File: config.mk
export PLATFORM = sky130hd
export DESIGN_NAME = uart_rx_fifo_receiver
export DESIGN_NICKNAME = d
export VERILOG_FILES = /design/src/rtl/uart_rx_fifo_receiver_pkg.sv /design/src/rtl/uart_sync_fifo.sv /design/src/rtl/uart_rx_fifo_receiver.sv
export SDC_FILE = /design/constraint.sdc
export NUM_CORES = 1
export LEC_CHECK = 0
export CORE_MARGIN = 3
export CORE_UTILIZATION = 45
export DETAILED_ROUTE_END_ITERATION = 10
export PLACE_DENSITY = 0.69
export REMOVE_ABC_BUFFERS = 1
export SLEW_MARGIN = 25
export SYNTH_ARGS = -nofsm -noshare
export SYNTH_HDL_FRONTEND = slang
export SYNTH_SLANG_ARGS = --single-unit
File: constraint.sdc
create_clock -name clk_rx -period 2.3 [get_ports clk_rx]
set_input_delay 0.575 -clock clk_rx [delete_from_list [all_inputs] [get_ports clk_rx]]
set_output_delay 0.575 -clock clk_rx [all_outputs]
set_load 0.05 [all_outputs]
File: src/rtl/uart_rx_fifo_receiver_pkg.sv
// uart_rx_fifo_receiver_pkg: line-format encodings, FSM states and vote helper shared by the UART RX/TX paths
package uart_rx_fifo_receiver_pkg;

    localparam logic [1:0] PAR_NONE = 2'b00;
    localparam logic [1:0] PAR_EVEN = 2'b01;
    localparam logic [1:0] PAR_ODD  = 2'b10;

    localparam logic [1:0] DNUM_5 = 2'b00;
    localparam logic [1:0] DNUM_6 = 2'b01;
    localparam logic [1:0] DNUM_7 = 2'b10;
    localparam logic [1:0] DNUM_8 = 2'b11;

    localparam logic STOP_1 = 1'b0;
    localparam logic STOP_2 = 1'b1;

    typedef enum logic [2:0] {
        S_IDLE   = 3'd0,
        S_START  = 3'd1,
        S_DATA   = 3'd2,
        S_PARITY = 3'd3,
        S_STOP1  = 3'd4,
        S_STOP2  = 3'd5
    } rx_state_e;

    function automatic logic maj3(input logic a, input logic b, input logic c);
        return (a & b) | (a & c) | (b & c);
    endfunction

endpackage

File: src/rtl/uart_sync_fifo.sv
// uart_sync_fifo: first-word-fall-through FIFO with occupancy/full/empty status
// Ports: clk_i/rst_i (async active-high), push_i+wdata_i write side,
//        pop_i read strobe (ignored when empty), rdata_o head (0 when empty),
//        count_o occupancy, full_o, empty_o.
module uart_sync_fifo #(
    parameter int WIDTH = 10,
    parameter int DEPTH = 8
) (
    input  logic                     clk_i,
    input  logic                     rst_i,
    input  logic                     push_i,
    input  logic [WIDTH-1:0]         wdata_i,
    input  logic                     pop_i,
    output logic [WIDTH-1:0]         rdata_o,
    output logic [$clog2(DEPTH):0]   count_o,
    output logic                     full_o,
    output logic                     empty_o
);
    localparam int AW = $clog2(DEPTH);

    logic [WIDTH-1:0] mem_q [DEPTH];
    logic [AW-1:0]    wr_q, rd_q;
    logic [AW:0]      count_q;
    logic             do_push, do_pop;

    assign empty_o = count_q == '0;
    assign full_o  = count_q == (AW+1)'(DEPTH);
    assign do_pop  = pop_i & ~empty_o;
    // a push into a full FIFO is accepted only if a pop frees the slot in the same cycle
    assign do_push = push_i & (~full_o | do_pop);
    assign count_o = count_q;
    assign rdata_o = empty_o ? '0 : mem_q[rd_q];

    always_ff @(posedge clk_i or posedge rst_i) begin
        if (rst_i) begin
            wr_q    <= '0;
            rd_q    <= '0;
            count_q <= '0;
        end else begin
            if (do_push) wr_q <= wr_q + AW'(1);
            if (do_pop)  rd_q <= rd_q + AW'(1);
            count_q <= count_q + (AW+1)'(do_push) - (AW+1)'(do_pop);
        end
    end

    always_ff @(posedge clk_i) begin
        if (do_push) mem_q[wr_q] <= wdata_i;
    end

endmodule

File: src/rtl/uart_rx_fifo_receiver.sv
// uart_rx_fifo_receiver: oversampled UART receiver feeding a tagged FWFT word FIFO
// Ports: clk_rx oversampling clock, reset async active-high, rx raw line,
//        d_num/par/s_num frame format (latched at start edge), rd_ready pop,
//        ovr_clr clears overrun; dout/word_err FIFO head, rd_valid not-empty,
//        overrun sticky drop flag, break_det break pulse, fifo_count occupancy.
module uart_rx_fifo_receiver
    import uart_rx_fifo_receiver_pkg::*;
#(
    parameter int OVERSAMPLE = 16,
    parameter int FIFO_DEPTH = 8
) (
    input  logic                          clk_rx,
    input  logic                          reset,
    input  logic                          rx,
    input  logic [1:0]                    d_num,
    input  logic [1:0]                    par,
    input  logic                          s_num,
    input  logic                          rd_ready,
    input  logic                          ovr_clr,
    output logic [7:0]                    dout,
    output logic                          rd_valid,
    output logic [1:0]                    word_err,
    output logic                          overrun,
    output logic                          break_det,
    output logic [$clog2(FIFO_DEPTH):0]   fifo_count
);
    localparam int CW = $clog2(OVERSAMPLE);
    localparam logic [CW-1:0] C_LAST = CW'(OVERSAMPLE - 1);
    localparam logic [CW-1:0] C_H0   = CW'(OVERSAMPLE / 2 - 1);
    localparam logic [CW-1:0] C_H1   = CW'(OVERSAMPLE / 2);
    localparam logic [CW-1:0] C_H2   = CW'(OVERSAMPLE / 2 + 1);

    logic [1:0]  sync_q;
    logic        rx_s;
    rx_state_e   state_q;
    logic [CW-1:0] cnt_q;
    logic [1:0]  s_q;
    logic        maj_q, maj_now, at_last;
    logic [2:0]  bit_q;
    logic [7:0]  data_q;
    logic [1:0]  dn_q, par_cfg_q;
    logic        sn_q;
    logic        par_err_q, frame_err_q, brk_q, armed_q;
    logic        push_q, brk_det_q;
    logic [9:0]  wdata_q;
    logic        fifo_full, fifo_empty, drop;
    logic [9:0]  head;
    logic        overrun_q;

    always_ff @(posedge clk_rx or posedge reset) begin
        if (reset) sync_q <= 2'b11;
        else       sync_q <= {sync_q[0], rx};
    end

    assign rx_s    = sync_q[1];
    assign at_last = cnt_q == C_LAST;
    // third vote sample is live at H+1, which is when the stop bits are decided
    assign maj_now = maj3(s_q[0], s_q[1], rx_s);

    always_ff @(posedge clk_rx or posedge reset) begin
        if (reset) begin
            state_q     <= S_IDLE;
            cnt_q       <= '0;
            s_q         <= 2'b00;
            maj_q       <= 1'b0;
            bit_q       <= '0;
            data_q      <= '0;
            dn_q        <= DNUM_8;
            par_cfg_q   <= PAR_NONE;
            sn_q        <= STOP_1;
            par_err_q   <= 1'b0;
            frame_err_q <= 1'b0;
            brk_q       <= 1'b0;
            armed_q     <= 1'b1;
            push_q      <= 1'b0;
            brk_det_q   <= 1'b0;
            wdata_q     <= '0;
        end else begin
            push_q    <= 1'b0;
            brk_det_q <= 1'b0;
            cnt_q     <= at_last ? '0 : cnt_q + CW'(1);
            if (cnt_q == C_H0) s_q[0] <= rx_s;
            if (cnt_q == C_H1) s_q[1] <= rx_s;
            if (cnt_q == C_H2) maj_q <= maj_now;
            case (state_q)
                S_IDLE: begin
                    cnt_q <= '0;
                    // after a break the line must return high before a new start is accepted
                    if (rx_s) armed_q <= 1'b1;
                    else if (armed_q) begin
                        state_q     <= S_START;
                        dn_q        <= d_num;
                        par_cfg_q   <= par;
                        sn_q        <= s_num;
                        data_q      <= '0;
                        bit_q       <= '0;
                        par_err_q   <= 1'b0;
                        frame_err_q <= 1'b0;
                        brk_q       <= 1'b1;
                    end
                end
                S_START: if (at_last) state_q <= maj_q ? S_IDLE : S_DATA;
                S_DATA: if (at_last) begin
                    data_q[bit_q] <= maj_q;
                    brk_q         <= brk_q & ~maj_q;
                    bit_q         <= bit_q + 3'd1;
                    // last data bit index is d_num+4
                    if (bit_q == {1'b1, dn_q})
                        state_q <= (par_cfg_q == PAR_EVEN || par_cfg_q == PAR_ODD) ? S_PARITY : S_STOP1;
                end
                S_PARITY: if (at_last) begin
                    par_err_q <= (^data_q ^ maj_q) != (par_cfg_q == PAR_ODD);
                    brk_q     <= brk_q & ~maj_q;
                    state_q   <= S_STOP1;
                end
                S_STOP1: begin
                    if (sn_q == STOP_1 && cnt_q == C_H2) begin
                        push_q    <= 1'b1;
                        wdata_q   <= {par_err_q, frame_err_q | ~maj_now, data_q};
                        brk_det_q <= brk_q & ~maj_now;
                        armed_q   <= ~(brk_q & ~maj_now);
                        state_q   <= S_IDLE;
                    end else if (sn_q == STOP_2 && at_last) begin
                        frame_err_q <= frame_err_q | ~maj_q;
                        brk_q       <= brk_q & ~maj_q;
                        state_q     <= S_STOP2;
                    end
                end
                S_STOP2: if (cnt_q == C_H2) begin
                    push_q    <= 1'b1;
                    wdata_q   <= {par_err_q, frame_err_q | ~maj_now, data_q};
                    brk_det_q <= brk_q;
                    armed_q   <= ~brk_q;
                    state_q   <= S_IDLE;
                end
                default: state_q <= S_IDLE;
            endcase
        end
    end

    uart_sync_fifo #(.WIDTH(10), .DEPTH(FIFO_DEPTH)) u_fifo (
        .clk_i   (clk_rx),
        .rst_i   (reset),
        .push_i  (push_q),
        .wdata_i (wdata_q),
        .pop_i   (rd_ready),
        .rdata_o (head),
        .count_o (fifo_count),
        .full_o  (fifo_full),
        .empty_o (fifo_empty)
    );

    assign drop = push_q & fifo_full & ~rd_ready;

    always_ff @(posedge clk_rx or posedge reset) begin
        if (reset)        overrun_q <= 1'b0;
        else if (drop)    overrun_q <= 1'b1;
        else if (ovr_clr) overrun_q <= 1'b0;
    end

    assign dout      = head[7:0];
    assign word_err  = head[9:8];
    assign rd_valid  = ~fifo_empty;
    assign overrun   = overrun_q;
    assign break_det = brk_det_q;

endmodule

==> reports/summary.txt, run 1 <==
Cell Chain, Critical Path = buf_12 -> mux4_2 -> mux2i_2 -> nor2_1 -> buf_6
Number of CTS-inserted buffers = 17
Core ar. = 12,700 um2
Worst skew pair latency = 0.41 ns
Die span in y = 120 um
Final Worst Setup Slack = -0.242 ns
H-tree levels = 4
Slowest stage cell, crit path = mux4_2
DRT iter0 DRCs = 264
Most frequent cell after synthesis = edfxtp_1
Setup Viol. Count Final = 10
Clock root cell = clkbuf_16
Total GRT Usage = 0.174
Post-synth EDFFs = 80
Die footprint = 14,400 um2
Critical path type = flip-flop to output port
Buf+Inv Stages, Crit Path = 2
GPL Wtd Cong = 0.822
Async SR Flop Fraction = 0.407
Total grt overflow = 0
CP peak stage delay = 0.55 ns
#FFs+latches synth = 135
# IOs = 27
Synthesized area = 5850 um2
Final ANT Viol Nets = 0
CTS tree = built
First-pass GRT wire length = 18,900 um
Max Transition Viols Final = 0
CP delay by family, top = multiplexers
DR pass1 iterations = 4
Reg area = 3790 um2
Yosys top cell area share = 0.410
Top cells by area, synth = edfxtp_1, dfrtp_1, mux4_2
Placement Setup Slack = -0.104 ns
Detailed placer's ending HPWL = 7400 um
TritonCTS Sinks = 135
Crit path DAT = 1.97 ns
Hold-fix buffers, CTS = 0
Antenna fix cells = 0
Vias per cell = 5.25
Worst rel slew slack = 0.662
Unrepaired setup endpoints after global routing = yes
Inst Count DP = 610
Period minus WS final = 2.54 ns
Status = finished with violations
Share of layout cells above drive strength 1 = 0.249
Max Fanout on Critical Path = 10
Drc violations = 0
DR WL/cell = 17.5 um
Port Buf Inserts = 26
Failing checks = negative setup slack
Yosys Warn Count = 0
Fin cells = 646
Vias post-DR = 3,390
Routed WL = 11,300 um
Setup TNS Final = -2.14 ns
Synth Flop Type = edfxtp_1
Skew final = 0.00823 ns
Worst-case clock buffer depth = 2
Worst Path Required = 1.73 ns
Initial antenna violation count = 0
Syn Inst Count = 406
Final Hold Viols = 0
Hold crit path type = flip-flop to flip-flop
Fin nets = 485
Clk slew on worst S/H paths = 0.06 ns
Sequential-to-total area share from yosys stat = 0.647
Final worst path period share = 1.11
P_leak = 2.79 nW
Post-layout util = 0.567
Area of the multi-input gates = 1920 um2
Worst setup SP type = flip-flop
Top post-synthesis cells by count = edfxtp_1, dfrtp_1, nor2_1
Average cell area after synthesis = 14.4 um2
Max Freq = 0.393 GHz
Initial core utilization = 0.462
Number of max-cap violations = 0
Number of global-route vias before repair = 3,497
Worst VDD drop = 0.576 mV
Pin count of the biggest net entering global routing = 34
Unique masters post-synth = 49
Area leader, netlist = edfxtp_1
Slew of the pin with the lowest slew margin = 0.506 ns
Row count = 41
Layout fillers = 974
Die Wd = 120 um
Worst Setup End Kind = output port
Layout area overhead = 22.7%
Pwr dens = 1270 nW/um2
## worst paths after layout
path,cells past startpoint,slack (ns),end,startpoint
worst min register to register,0,0.36,sync_q[1]$_DFF_PP1_,sync_q[0]$_DFF_PP1_
max in group asynchronous,3,1.37,dn_q[0]$_DFFE_PP1P_,reset
worst min-delay path,0,0.36,sync_q[1]$_DFF_PP1_,sync_q[0]$_DFF_PP1_
min in group asynchronous,2,0.41,maj_q$_DFFE_PP0N_,reset
worst max-delay path,5,-0.24,dout[4],u_fifo.rd_q[0]$_DFFE_PP0P_
worst max register to register,12,0.17,u_fifo.count_o[2]$_DFF_PP0_,u_fifo.count_o[2]$_DFF_PP0_
## per-layer routing
metal,wire length [um],part of all wire,up-vias,global-route usage
met3,467,0.041,10,0.0485
met5,0,0,-,0
met4,117,0.010,0,0.0580
li1,-,-,1601,-
met1,4780,0.42,1684,0.225
met2,5930,0.53,95,0.285
## cells by family after synthesis
family | Yosys count | share of synthesized area
muxes | 46 | 0.124
AOI/OAI and AO/OA | 46 | 0.0485
xor gates and xnor gates | 18 | 0.0269
DFF | 135 | 0.647
adders and majority gates | 14 | 0.0312
and+or+nand+nor | 111 | 0.0953
buffers and inverters | 36 | 0.0269
## power breakdown
group	internal (mW)	total [mW]	switching [mW]
Combinational	1.44	3.15	1.71
Sequential	2.82	3.11	0.285
Clock	1.83	2.86	1.03
## cells in the final DEF (no fill, tap or decap), types with 2 or more instances in the layout
master            n
clkbuf_1          2
xnor2_1          17
inv_1            17
a31oi_1           4
nand2b_1          5
ha_1             13
nor2_1           35
inv_6             3
o31ai_1           4
edfxtp_1         80
clkdlybuf4s50_1  14
or3b_1            2
mux2i_1          11
nor2b_1           6
dfrtp_1          49
o21a_1            2
o32ai_1           2
buf_4            22
buf_6            10
o22ai_1           2
inv_2             2
nand3b_1          2
mux4_2           20
nand3_1           7
o21ai_0          19
a21o_1            3
clkinv_4          2
buf_12            4
mux2_2           14
clkinvlp_4        2
nand2_1          34
buf_16            2
bufinv_16         4
nor3_1            6
clkbuf_16        17
a21oi_1           5
dfstp_2           5
or3_1             2
## what timing repair did
action / 4_1_cts / 5_1_grt
gates cloned: 2 / 0
gates resized for setup: 13 / 4
endpoints found under the setup margin: 10 / 14
setup buffers: 2 / 0
## flip-flops by register name, indices dropped and copies added, names as in the netlist, 2 cells and up
name            cells
data_q              8
cnt_q               4
sync_q              2
wdata_q            10
u_fifo.mem_q       80
bit_q               3
dn_q                2
par_cfg_q           2
s_q                 2
u_fifo.rd_q         3
u_fifo.count_o      4
u_fifo.wr_q         3
state_q             3
## per-stage QoR
step	cell area [um2]	power, mW	hold slack [ns]
after global placement	6420	5.94	0.346
final	7180	9.12	0.356
after CTS	7170	9.19	0.356
after global routing	7180	9.60	0.362
after floorplan	5770	5.11	0.345
after detailed placement	6420	6.01	0.348
## cell type report
type,count,area share
Multi-Input combinational cell,235,0.267
Clock inverter,13,0.0272
Inverter,19,0.00993
Clock buffer,19,0.0603
Sequential cell,135,0.527
Timing Repair Buffer,53,0.0787
Tap cell,172,0.0300
Note: power is estimated with default switching activity, not from simulation.
==> run 2: changes to the inputs <==
--- a/config.mk
+++ b/config.mk
@@ -8,8 +8,8 @@
 export CORE_MARGIN = 3
 export CORE_UTILIZATION = 45
 export DETAILED_ROUTE_END_ITERATION = 10
+export HOLD_SLACK_MARGIN = 0.15
 export PLACE_DENSITY = 0.69
-export REMOVE_ABC_BUFFERS = 1
 export SLEW_MARGIN = 25
 export SYNTH_ARGS = -nofsm -noshare
 export SYNTH_HDL_FRONTEND = slang
==> run 2 against run 1 <==
The run still ends with negative setup slack left. Sequential cell count stayed put. Critical path depth up 1. Final area up 0.38%.
==> reports/summary.txt, run 2 (synthesized netlist as in run 1, its figures left out) <==
Status = finished with violations
Inst Count DP = 612 (+0.33%)
Drc violations = 0 (unchanged)
Worst setup SP type = flip-flop
Most frequent cells in the layout = edfxtp_1, dfrtp_1, nand2_1
Met2 WL = 5910 um (-0.30%)
CP delay by family, top = multiplexers
Slew of the pin with the lowest slew margin = 0.588 ns (+0.0819 ns)
Die span in y = 120 um (unchanged)
Syn nets = 430
Most common cell after layout, fill and taps aside = edfxtp_1
Core ar. = 12,700 um2 (unchanged)
Buf+Inv Stages, Crit Path = 3 (+1)
Max Freq = 0.387 GHz (-1.6%)
Clk slew on worst S/H paths = 0.06 ns (about the same)
Final ANT Viol Nets = 0 (unchanged)
Critical path type = flip-flop to output port
Worst Setup End Kind = output port
CP peak stage delay = 0.52 ns (-0.03 ns)
Skew final = 0.00965 ns (+0.00141 ns)
H-tree levels = 4 (unchanged)
Total grt overflow = 0 (unchanged)
Total GRT Usage = 0.175 (+0.00126)
Period minus WS final = 2.58 ns (+0.0419 ns)
Antenna fix cells = 0 (unchanged)
Row count = 41 (unchanged)
Number of max-cap violations = 0 (unchanged)
Detailed placer's ending HPWL = 7670 um (+3.6%)
Slowest stage cell, crit path = mux4_2
Max reg flops = 80 (unchanged)
Hold-fix buffers, CTS = 0 (unchanged)
GPL Wtd Cong = 0.863 (+5.1%)
Crit path DAT = 2.01 ns (+0.04 ns)
Initial antenna violation count = 0 (unchanged)
Vias per cell = 5.25 (+0.11%)
Vias post-DR = 3,399 (+0.27%)
Final Hold Viols = 0 (unchanged)
Worst-case clock buffer depth = 2 (unchanged)
Worst VDD drop = 0.612 mV (+6.2%)
Layout fillers = 1,006 (+3.3%)
# IOs = 27 (unchanged)
DRT iter0 DRCs = 232 (-12%)
Share of layout cells above drive strength 1 = 0.295 (+0.0458)
Unrepaired setup endpoints after global routing = yes
Setup Viol. Count Final = 10 (unchanged)
First-pass GRT wire length = 19,000 um (+0.51%)
Final Worst Setup Slack = -0.284 ns (-0.0419 ns)
Wl on met1 = 4840 um (+1.2%)
Final worst path period share = 1.12 (+0.0182)
Initial core utilization = 0.462 (unchanged)
Total Power = 8.95 mW (-1.8%)
Layout area overhead = 23.2%
Pwr dens = 1240 nW/um2 (-2.2%)
Die footprint = 14,400 um2 (unchanged)
Worst rel slew slack = 0.607 (-0.0555)
Worst skew pair latency = 0.41 ns (about the same)
CTS tree = built
Clock root cell = clkbuf_16
Port Buf Inserts = 26 (unchanged)
DR WL/cell = 17.5 um (+0.19%)
Met3 WL post-DR = 492 um (+5.4%)
Max Transition Viols Final = 0 (unchanged)
Pin count of the biggest net entering global routing = 33 (-2.9%)
Biggest regs = u_fifo.mem_q x80, wdata_q x10, data_q x8
Top routing layer used = met4
DR pass1 iterations = 4 (unchanged)
Max Fanout on Critical Path = 5 (-5)
Routed WL = 11,300 um (+0.35%)
Worst Path Required = 1.73 ns (about the same)
Cell Chain, Critical Path = buf_12 -> buf_16 -> mux4_2 -> mux2i_1 -> nor2_1 -> buf_6
Number of global-route vias before repair = 3,569 (+2.1%)
P_leak = 2.77 nW (-0.81%)
Setup TNS Final = -2.39 ns (-0.245 ns)
Placement Setup Slack = -0.0638 ns (+0.0398 ns)
TritonCTS Sinks = 135 (unchanged)
Number of CTS-inserted buffers = 17 (unchanged)
Hold crit path type = flip-flop to flip-flop
Failing checks = negative setup slack
Largest Register = u_fifo.mem_q
Fin nets = 486 (+0.21%)
Die Wd = 120 um (unchanged)
Fin cells = 647 (+0.15%)
-- run 2: final timing paths --
check / from / endpoint / slack (ns) / cells after the start
min in group asynchronous: reset / u_fifo.rd_q[2]$_DFFE_PP0P_ / 0.41 / 2
worst min register to register: sync_q[0]$_DFF_PP1_ / sync_q[1]$_DFF_PP1_ / 0.36 / 0
worst max-delay path: u_fifo.rd_q[0]$_DFFE_PP0P_ / dout[4] / -0.28 / 6
worst min-delay path: sync_q[0]$_DFF_PP1_ / sync_q[1]$_DFF_PP1_ / 0.36 / 0
max in group asynchronous: reset / dn_q[0]$_DFFE_PP1P_ / 1.38 / 3
worst max register to register: u_fifo.count_o[2]$_DFF_PP0_ / u_fifo.count_o[1]$_DFF_PP0_ / 0.23 / 12
-- run 2: routing by layer --
metal,global-route usage,vias up
li1,-,1609
met1,0.229,1698
met2,0.291,84
met3,0.0452,8
met4,0.0494,0
met5,0,-
-- run 2: through the flow --
stage,hold slack [ns],utilization,area [um2]
3_5_place_dp,0.353,0.512,6490
5_1_grt,0.361,0.569,7210
4_1_cts,0.361,0.568,7200
3_3_place_gp,0.350,0.512,6490
2_1_floorplan,0.345,-,5920
6_report,0.360,0.569,7210
-- run 2: cell type report --
class | count | area (um2) | area share
Sequential cell | 135 | 3790 | 0.526
Multi-Input combinational cell | 235 | 1980 | 0.274
Timing Repair Buffer | 54 | 558 | 0.0774
Clock buffer | 18 | 429 | 0.0595
Tap cell | 172 | 215 | 0.0298
Clock inverter | 14 | 164 | 0.0227
Inverter | 19 | 75.1 | 0.0104
-- run 2: worst reg2reg max path, delay by kind of cell, from the launching register on --
| family | cells | cell delay, ns |
|---|---|---|
| buffers and inverters | 6 | 0.35 |
| adder cells (fa/ha/maj) | 4 | 0.98 |
| flip-flops | 1 | 0.41 |
| AND/OR/NAND/NOR | 2 | 0.22 |
-- run 2: where the power goes --
group	internal [mW]	switching [mW]
sequential	2.83	0.308
clock	1.63	1.05
combinational	1.44	1.70
total	5.89	3.06
-- run 2: repair_timing --
action	CTS	global route
setup buffers	1	0
gates resized for setup	14	2
endpoints found under the setup margin	10	10
pin swaps	0	1
cloned	2	0
==> run 3: changes to the inputs <==
--- a/config.mk
+++ b/config.mk
@@ -10,6 +10,8 @@
 export DETAILED_ROUTE_END_ITERATION = 10
 export HOLD_SLACK_MARGIN = 0.15
 export PLACE_DENSITY = 0.69
+export SETUP_SLACK_MARGIN = 0.2
+export SKIP_LAST_GASP = 1
 export SLEW_MARGIN = 25
 export SYNTH_ARGS = -nofsm -noshare
 export SYNTH_HDL_FRONTEND = slang
==> run 3 against run 2 <==
The flow still finishes with violations (negative setup slack). Sequential power hardly changed. Final area is 0.68% lower. Hold slack worse by 0.0050 ns. Clock power is 7.8% lower. Setup slack better by 0.062 ns. Critical path depth is 1 lower. Final cell count is 0.15% higher. Register-to-register slack hardly changed. Via count is 1.3% lower. Sequential share of layout area is 0.39 points higher. Non-clock buffer count is 1 higher. Die area stayed put. Critical path type unchanged. Largest power group is now registers.
==> reports/summary.txt, run 3 (synthesized netlist as in run 1, its figures left out) <==
Worst Path Required = 1.73 ns (about the same)
Reg2Reg Depth = 12 (unchanged)
Pwr dens = 1200 nW/um2 (-3.5%)
First-pass GRT wire length = 18,200 um (-4.4%)
Max reg flops = 80 (unchanged)
Vias post-DR = 3,354 (-1.3%)
Post-DP Area = 6540 um2 (+0.69%)
Final Hold Viols = 0 (unchanged)
Most common cell after layout, fill and taps aside = edfxtp_1
Buf+Inv Stages, Crit Path = 2 (-1)
WP depth = 5 (-1)
Syn nets = 430 (unchanged)
Worst setup SP type = flip-flop
Number of CTS-inserted buffers = 17 (unchanged)
Hold crit path type = flip-flop to flip-flop
P_leak = 2.75 nW (-0.88%)
Hold-fix buffers, CTS = 0 (unchanged)
Core ar. = 12,700 um2 (unchanged)
H-tree levels = 4 (unchanged)
Skew final = 0.00669 ns (-0.00295 ns)
Crit path DAT = 1.95 ns (-0.06 ns)
Vias per cell = 5.18 (-1.5%)
Cell Chain, Critical Path = buf_12 -> mux4_2 -> mux2i_4 -> nor2_4 -> buf_4
Total GRT Usage = 0.169 (-0.00611)
Largest Register = u_fifo.mem_q
CTS tree = built
TritonCTS Sinks = 135 (unchanged)
Setup TNS Final = -1.87 ns (+0.521 ns)
Worst rel slew slack = 0.668 (+0.0616)
Clock root cell = clkbuf_16
Die footprint = 14,400 um2 (unchanged)
Layout fillers = 986 (-2.0%)
Max Freq = 0.397 GHz (+2.5%)
CP peak stage delay = 0.55 ns (+0.03 ns)
Slowest stage cell, crit path = mux4_2
Fin area = 7160 um2 (-0.68%)
Number of max-cap violations = 0 (unchanged)
Failing checks = negative setup slack
Final Worst Setup Slack = -0.222 ns (+0.0620 ns)
Slew of the pin with the lowest slew margin = 0.499 ns (-0.0882 ns)
Total grt overflow = 0 (unchanged)
Worst skew pair latency = 0.41 ns (about the same)
Final worst path period share = 1.10 (-0.0270)
Share of layout cells above drive strength 1 = 0.307 (+0.0120)
Initial core utilization = 0.462 (unchanged)
Period minus WS final = 2.52 ns (-0.0620 ns)
Initial antenna violation count = 0 (unchanged)
Worst Setup End Kind = output port
Max Fanout on Critical Path = 9 (+4)
Setup Viol. Count Final = 10 (unchanged)
Status = finished with violations
Detailed placer's ending HPWL = 7600 um (-0.87%)
Row count = 41 (unchanged)
Max Transition Viols Final = 0 (unchanged)
Layout area overhead = 22.4%
Worst VDD drop = 0.737 mV (+20%)
Reg area = 3790 um2 (about the same)
DR pass1 iterations = 4 (unchanged)
Die span in y = 120 um (unchanged)
Die Wd = 120 um (unchanged)
DR WL/cell = 17.1 um (-2.2%)
Clk slew on worst S/H paths = 0.06 ns (about the same)
Number of global-route vias before repair = 3,450 (-3.3%)
Fin nets = 487 (+0.21%)
Port Buf Inserts = 26 (unchanged)
Routed WL = 11,100 um (-2.0%)
Pin count of the biggest net entering global routing = 56 (+70%)
Hold depth = 0 (unchanged)
Most frequent cells in the layout = edfxtp_1, dfrtp_1, buf_4
Area of the multi-input gates = 2010 um2 (+1.4%)
Biggest regs = u_fifo.mem_q x80, wdata_q x10, data_q x8
Antenna fix cells = 0 (unchanged)
DRT iter0 DRCs = 167 (-28%)
Drc violations = 0 (unchanged)
# IOs = 27 (unchanged)
Final ANT Viol Nets = 0 (unchanged)
Critical path type = flip-flop to output port
Worst-case clock buffer depth = 2 (unchanged)
GPL Wtd Cong = 0.873 (+1.2%)
CP delay by family, top = multiplexers
Unrepaired setup endpoints after global routing = yes
## run 3: cell types whose count changed in the layout (fill, tap and decap cells not counted), moves of 3 or more
| cell | delta |
|---|---|
| buf_6 | -10 |
| clkdlybuf4s50_1 | -6 |
| buf_4 | +10 |
| buf_12 | +3 |
| dlygate4sd2_1 | +6 |
## run 3: path summary, 6_finish.rpt
check                                                  from                           to  slack [ns]
worst max-delay path             u_fifo.rd_q[0]$_DFFE_PP0P_                      dout[0]       -0.22
worst min-delay path                    sync_q[0]$_DFF_PP1_          sync_q[1]$_DFF_PP1_        0.36
worst max register to register  u_fifo.count_o[2]$_DFF_PP0_  u_fifo.count_o[1]$_DFF_PP0_        0.22
worst min register to register          sync_q[0]$_DFF_PP1_          sync_q[1]$_DFF_PP1_        0.36
max in group asynchronous                             reset          dn_q[0]$_DFFE_PP1P_        1.46
min in group asynchronous                             reset   u_fifo.rd_q[2]$_DFFE_PP0P_        0.54
## run 3: per-layer routing
| layer | up-vias | GRT usage | part of all wire |
|---|---|---|---|
| met5 | - | 0 | 0 |
| met4 | 0 | 0.0573 | 0.011 |
| met3 | 8 | 0.0528 | 0.052 |
| met2 | 77 | 0.284 | 0.53 |
| met1 | 1659 | 0.208 | 0.41 |
| li1 | 1610 | - | - |
## run 3: final cells by class
cell class / count / share of cell area
Sequential cell: 135 / 0.530
Multi-Input combinational cell: 235 / 0.280
Timing Repair Buffer: 55 / 0.0723
Clock buffer: 19 / 0.0618
Tap cell: 172 / 0.0300
Clock inverter: 13 / 0.0155
Inverter: 19 / 0.0105
## run 3: repair_timing
action                                 CTS  global route
buffers inserted                         2             2
endpoints found under the hold margin    0             0
setup endpoints to repair               18            16
gates resized for setup                 11             9
## run 3: power breakdown
group	total (mW)	switching [mW]	internal [mW]
Sequential	3.15	0.315	2.83
Combinational	2.97	1.65	1.32
Clock	2.47	1.03	1.43
## run 3: metrics by stage
step | power (mW) | cells | hold WS [ns] | setup WS [ns] | utilization
global route | 9.07 | 648 | 0.362 | -0.318 | 0.565
CTS | 8.63 | 646 | 0.357 | -0.302 | 0.562
global placement | 6.03 | 612 | 0.347 | -0.0482 | 0.516
finish | 8.58 | 648 | 0.355 | -0.222 | 0.565
floorplan | 5.29 | 406 | 0.345 | -0.122 | -
detailed placement | 6.09 | 612 | 0.349 | -0.0914 | 0.516
